**src/rtl/keyadd_round_sequencer.sv**
```systemverilog
// Round controller for the 16-bit key-addition datapath, with time-redundant round evaluation.
// Latency: 2*ROUNDS cycles from input accept to io_out_valid (2 cycles to a fault abort on the first round).
// Backpressure: single operation in flight; io_in_ready is low while busy and the result is held until io_out_ready.
module keyadd_round_sequencer #(
  parameter int ROUNDS = 8
) (
  input  logic        clock,
  input  logic        reset,
  input  logic        io_in_valid,
  output logic        io_in_ready,
  input  logic [15:0] io_in_state,
  input  logic [15:0] io_in_key,
  output logic [15:0] io_ka_state,
  output logic [15:0] io_ka_key,
  input  logic [15:0] io_ka_out,
  output logic        io_out_valid,
  input  logic        io_out_ready,
  output logic [15:0] io_out_data,
  output logic        io_fault,
  output logic [7:0]  io_fault_count
);

  // Index of the last round; the round counter never needs to go past it.
  localparam logic [7:0] LAST_R = 8'(ROUNDS - 1);

  typedef enum logic [2:0] {
    IDLE    = 3'd0,
    COMPUTE = 3'd1,
    CHECK   = 3'd2,
    DONE    = 3'd3,
    FAULT   = 3'd4
  } state_t;

  state_t      state_q, state_d;
  logic [15:0] st_q, st_d;
  logic [15:0] k_q, k_d;
  logic [15:0] first_q, first_d;
  logic [15:0] result_q, result_d;
  logic [7:0]  r_q, r_d;
  logic [7:0]  fault_count_q, fault_count_d;

  // Rotations used by the key schedule between rounds.
  function automatic logic [15:0] rotl3(input logic [15:0] x);
    return {x[12:0], x[15:13]};
  endfunction

  function automatic logic [15:0] rotl5(input logic [15:0] x);
    return {x[10:0], x[15:11]};
  endfunction

  // State and datapath registers; reset discards any in-flight operation.
  always_ff @(posedge clock or posedge reset) begin
    if (reset) begin
      state_q       <= IDLE;
      st_q          <= 16'h0000;
      k_q           <= 16'h0000;
      first_q       <= 16'h0000;
      result_q      <= 16'h0000;
      r_q           <= 8'h00;
      fault_count_q <= 8'h00;
    end else begin
      state_q       <= state_d;
      st_q          <= st_d;
      k_q           <= k_d;
      first_q       <= first_d;
      result_q      <= result_d;
      r_q           <= r_d;
      fault_count_q <= fault_count_d;
    end
  end

  // Next-state and register updates: each round is evaluated in COMPUTE, re-evaluated and compared in CHECK.
  always_comb begin
    state_d       = state_q;
    st_d          = st_q;
    k_d           = k_q;
    first_d       = first_q;
    result_d      = result_q;
    r_d           = r_q;
    fault_count_d = fault_count_q;

    unique case (state_q)
      IDLE: begin
        if (io_in_valid) begin
          st_d    = io_in_state;
          k_d     = io_in_key;
          r_d     = 8'h00;
          state_d = COMPUTE;
        end
      end

      COMPUTE: begin
        first_d = io_ka_out;
        state_d = CHECK;
      end

      CHECK: begin
        if (io_ka_out != first_q) begin
          // Redundant evaluations disagree: drop the result and count the abort.
          result_d      = 16'h0000;
          fault_count_d = (fault_count_q == 8'hFF) ? 8'hFF : fault_count_q + 8'd1;
          state_d       = FAULT;
        end else if (r_q == LAST_R) begin
          // Final round output leaves unrotated.
          result_d = io_ka_out;
          state_d  = DONE;
        end else begin
          st_d    = rotl3(io_ka_out);
          k_d     = rotl5(k_q) ^ {8'h00, r_q + 8'd1};
          r_d     = r_q + 8'd1;
          state_d = COMPUTE;
        end
      end

      DONE: begin
        if (io_out_ready) begin
          state_d = IDLE;
        end
      end

      FAULT: begin
        if (io_out_ready) begin
          state_d = IDLE;
        end
      end

      default: begin
        state_d = IDLE;
      end
    endcase
  end

  // Outputs decode from state and registers only, so io_ka_out never reaches an output combinationally.
  always_comb begin
    io_in_ready    = 1'b0;
    io_out_valid   = 1'b0;
    io_out_data    = 16'h0000;
    io_fault       = 1'b0;
    io_ka_state    = st_q;
    io_ka_key      = k_q;
    io_fault_count = fault_count_q;

    unique case (state_q)
      IDLE: begin
        io_in_ready = 1'b1;
      end
      DONE: begin
        io_out_valid = 1'b1;
        io_out_data  = result_q;
      end
      FAULT: begin
        io_out_valid = 1'b1;
        io_fault     = 1'b1;
      end
      default: begin
        io_in_ready = 1'b0;
      end
    endcase
  end

endmodule

```
**config.mk**
```make
export PLATFORM = sky130hd
export DESIGN_NAME = keyadd_round_sequencer
export DESIGN_NICKNAME = d
export VERILOG_FILES = /design/src/rtl/keyadd_round_sequencer.sv
export SDC_FILE = /design/constraint.sdc
export NUM_CORES = 1
export LEC_CHECK = 0
export ABC_AREA = 0
export BUFFER_PORTS_ARGS = -buffer_cell sky130_fd_sc_hd__clkbuf_2
export CAP_MARGIN = 20
export CORE_MARGIN = 5
export CORE_UTILIZATION = 35
export DETAILED_ROUTE_END_ITERATION = 12
export PLACE_DENSITY_LB_ADDON = 0.25
export SETUP_SLACK_MARGIN = 0.05
export SLEW_MARGIN = 10
export SYNTH_ARGS = -nofsm -noshare
export SYNTH_HDL_FRONTEND = slang
export SYNTH_SLANG_ARGS = --single-unit
```
**constraint.sdc**
```tcl
create_clock -name clock -period 2.1 [get_ports clock]
set_clock_uncertainty 0.1 [all_clocks]
set_input_delay 0.105 -clock clock [delete_from_list [all_inputs] [get_ports clock]]
set_output_delay 0.105 -clock clock [all_outputs]
set_load 0.01 [all_outputs]
```
==> results by stage <==
Power and ir drop:
- The worst-case IR drop observed on VDD is 0.570 mV.
- Power spread over the standard cell area amounts to 1170 nW/um^2.
- The static leakage power is between 2 and 3 nW.

Routing:
- The first detailed-routing pass took 4 iterations.
- The final routed wire length divided by cell count is roughly 16 um.
- The final layout contains routed wiring with a total length of about 11000 um.
- The number of vias in the routed layout is 3541.
- For this block, the initial DRC count from the detailed router was between 200 and 250.
- The number of nets with antenna violations after routing is 0.
- After detailed routing, the number of remaining DRC violations is 0.
- In the routed layout, each cell is associated on average with a via count of between 4 and 5.

Clocking:
- Counting along the longest clock path gives a buffer depth of 2.
- Clock-pin slew was measured on the worst setup and hold paths at about 0.060 ns.
- The total clock sinks is 83.
- The library cell used as clock root buffer is clkbuf_16.
- Clock latency on the worst-skew pair, taken at its later pin, is 0.34 ns.
- TritonCTS built the clock tree.
- The number of buffers created by CTS is 9.
- The H-tree was split into 3 levels.

Worst setup path:
- The kind of start point of the critical path is a flip-flop.
- At the worst endpoint, the arrival time is ~2.3 ns.
- The family with the most delay on the worst path is simple AND/OR/NAND/NOR gates.
- The slowest stage of the critical path is the dfrtp_1 cell.
- The number of cells on the worst reg-to-reg path is 6.
- The setup slack of the most critical reg-to-reg path is -0.07 ns.
- The biggest fanout along the worst timing path is 28.
- The worst reg2reg path endpoint is io_ka_key[3].
- STA puts the critical path data required time at roughly 2.2 ns.
- The critical setup path kind is reg -> reg.
- The number of buffers and inverters on the critical path is 1.
- In this design, the stage delay of the slowest critical-path cell is approximately 0.38 ns.
- The worst setup path is captured at a flip-flop.
- The critical path goes through xor2_1 -> nor4_2 -> and4_1 -> a32o_2 -> buf_12 -> mux2_1.
- The startpoint identified for the worst register-to-register timing path is first_q[12].

Final layout:
- The ratio of cells with drive above 1 in the final layout is 0.330.
- The number of inserted diodes is 0.
- The synthesis-to-finish area growth is 38.3%.
- Leaving out fill and tap cells, the most frequent cells in the layout are 110 x clkbuf_2, 89 x nand2_1, 83 x dfrtp_1.
- The final design instance area without fill is ~5900 sq um.
- The most frequent standard cell in the layout excluding fill and tap cells is clkbuf_2.
- Once layout is complete, the utilization of the core stands at 0.491.
- The layout has approximately 1100 filler cells.
- The number of nets in the final layout is about 620.

Synthesis:
- The synthesized netlist cell count is between 400 and 500.
- The mean post-synth cell area is 10.6 sq um.
- After synthesis, the netlist uses 43 different library cells.
- The sequential cell area fraction in the yosys report is 0.489.
- The synthesized design contains 0 enable-type register cells.
- The number of nets produced by synthesis is between 400 and 500.
- In the synthesized netlist the dominant register cell turns out to be dfrtp_1.
- Yosys printed 0 warnings.
- The synthesized design contains 83 register bits.
- The async set-or-reset flop fraction in the synthesized netlist is 1.00.
- In this run the cell area of the synthesized design comes to about 4200 sq um.

Job:
- The tool flagged a number of max-cap violations equal to 0.

Hold path:
- The origin of the worst min-delay path is io_in_state[10].
- The sink of the worst hold path is io_ka_state[10].
- The worst hold path cell count is 4.
- The tightest min-delay check is of the in -> reg type.

Global routing:
- The total routing usage reported by global routing is 0.162.
- After global routing the overflow that remains totals 0.
- The number of global-route vias before repair came to approximately 3700.
- The initial antenna violation count is 0.
- The wire length of the first global-routing pass is 18800 um.
- The pin count of the biggest net entering global routing is 34.

STA:
- Across all setup checks in the final design, the least slack found is -0.0727 ns.
- The tightest hold path in the finished design has a slack of around 0.0023 ns.
- The transition time at the pin with the least slew margin is 0.589 ns.
- Setup violations remaining at the end of the flow were counted as 32.
- The time the worst path needs with I/O delays and setup is ~2.2 ns.
- For the final routed database, the setup TNS stands at -1.61 ns.
- Setup repair after global routing could not meet its margin everywhere.
- Based on the critical path, the design can be clocked at up to ~460 MHz.
- The number of max-slew violations in the final report is 0.
- The relative max-transition margin is 0.607.
- In the finished design, the share of the clock period the worst path needs comes to 1.03.
- The hold violation total from the final report was 0.

Placed design:
- Summing all placed instances gives a cell area of between 5000 and 6000 sq um.
- The quantity of I/O buffers inserted on ports is 110.
- Routability-driven placement finished with a final weighted congestion of just under 0.8.
- The HPWL after detailed placement is slightly above 8000 um.

Floorplanning:
- Row generation in the floorplan step produced 40 rows.
- The floorplan step defined a die boundary enclosing 14400 sq um.
- The I/O pin total is about 110.
- The initial utilization of the core area, before any placement, comes to 0.355.
- The core footprint is 12000 sq um.
- The width of the die is 120 um.
- The die span in y is between 100 and 150 um.

Run status:
- The flow ran to the end, but the final reports show violations.
- The checks that failed: setup timing.
## flip-flops by register name, indices dropped and copies added (netlist names)
| register | flops |
|---|---|
| first_q | 16 |
| io_ka_key | 16 |
| io_ka_state | 16 |
| result_q | 16 |
| io_fault_count | 8 |
| r_q | 8 |
| state_q | 3 |
## where the power goes
| part | switching [mW] | internal (mW) |
|---|---|---|
| combinational | 1.38 | 1.36 |
| clock | 0.691 | 0.816 |
| sequential | 0.451 | 2.15 |
| total | 2.52 | 4.33 |
## cell type report
class                           count  area (sq um)  area share
Multi-Input combinational cell    287          2040       0.347
Clock buffer                        9           225      0.0384
Timing Repair Buffer              178          1240       0.212
Inverter                           11          45.0     0.00767
Tap cell                          147           184      0.0313
Clock inverter                      7          57.6     0.00981
Sequential cell                    83          2080       0.354
## Yosys cell counts, drive strengths merged (3+ instances only)
cell type	instances	share of area
xor2	18	0.037
o2111ai	3	0.0062
and3	17	0.025
mux2i	3	0.0071
clkbuf	9	0.0080
and4	3	0.0062
mux2	50	0.13
nor2	8	0.0071
o21ai	11	0.013
dfrtp	83	0.49
buf	12	0.020
a31oi	5	0.0074
a22o	16	0.033
nor4	5	0.013
xnor2	9	0.019
nor2b	4	0.0059
nand3	6	0.0071
a21oi	4	0.0047
nand2	90	0.080
a21o	3	0.0053
o22ai	3	0.0044
inv	11	0.0097
nor3	10	0.014
## worst register-to-register path, cell delays in order, from the launching register on
cell and delay (ns):
dfrtp_1 0.38, xor2_1 0.17, nor4_2 0.33, and4_1 0.27
a32o_2 0.23, buf_12 0.21, mux2_1 0.36
## per-stage QoR
stage | std cells | setup slack [ns] | total power, mW
2_1_floorplan | 402 | 0.0817 | 4.25
6_report | 722 | -0.0727 | 6.85
4_1_cts | 716 | -0.0726 | 6.86
3_3_place_gp | 663 | 0.0316 | 5.19
3_5_place_dp | 663 | -0.0602 | 5.29
5_1_grt | 722 | -0.194 | 7.32
## how the worst max path moves through the flow
stage | startpoint | endpoint | slack (ns) | cells after the start
after floorplan | first_q[12] | io_ka_key[11] | 0.08 | 6
after detailed placement | first_q[12] | io_ka_key[3] | -0.06 | 6
final | first_q[12] | io_ka_key[3] | -0.07 | 6
after global routing | first_q[1] | io_ka_key[3] | -0.19 | 6
after global placement | first_q[12] | io_ka_state[12] | 0.03 | 6
after CTS | first_q[6] | io_ka_key[3] | -0.07 | 6
## routing by layer
metal	GRT usage	vias to the layer above	routed length [um]
li1	-	1728	-
met1	0.213	1725	5110
met2	0.273	83	5580
met3	0.0448	5	580
met4	0.0265	0	61
met5	0	-	0
## kinds of logic after synthesis
group,share of synthesized area
and+or+nand+nor,0.177
DFF,0.489
muxes,0.140
AOI/OAI and AO/OA,0.0843
buffers and inverters,0.0374
xor gates and xnor gates,0.0663
adders and majority gates,0.00589
## what timing repair did
item,in CTS,in global routing
buffers inserted,1,3
hold buffers,36,2
gates cloned,0,1
setup endpoints to repair,36,58
gates resized for setup,1,5
endpoints found under the hold margin,60,1
pin swaps,1,5
Power figures use the tool's default switching activity.
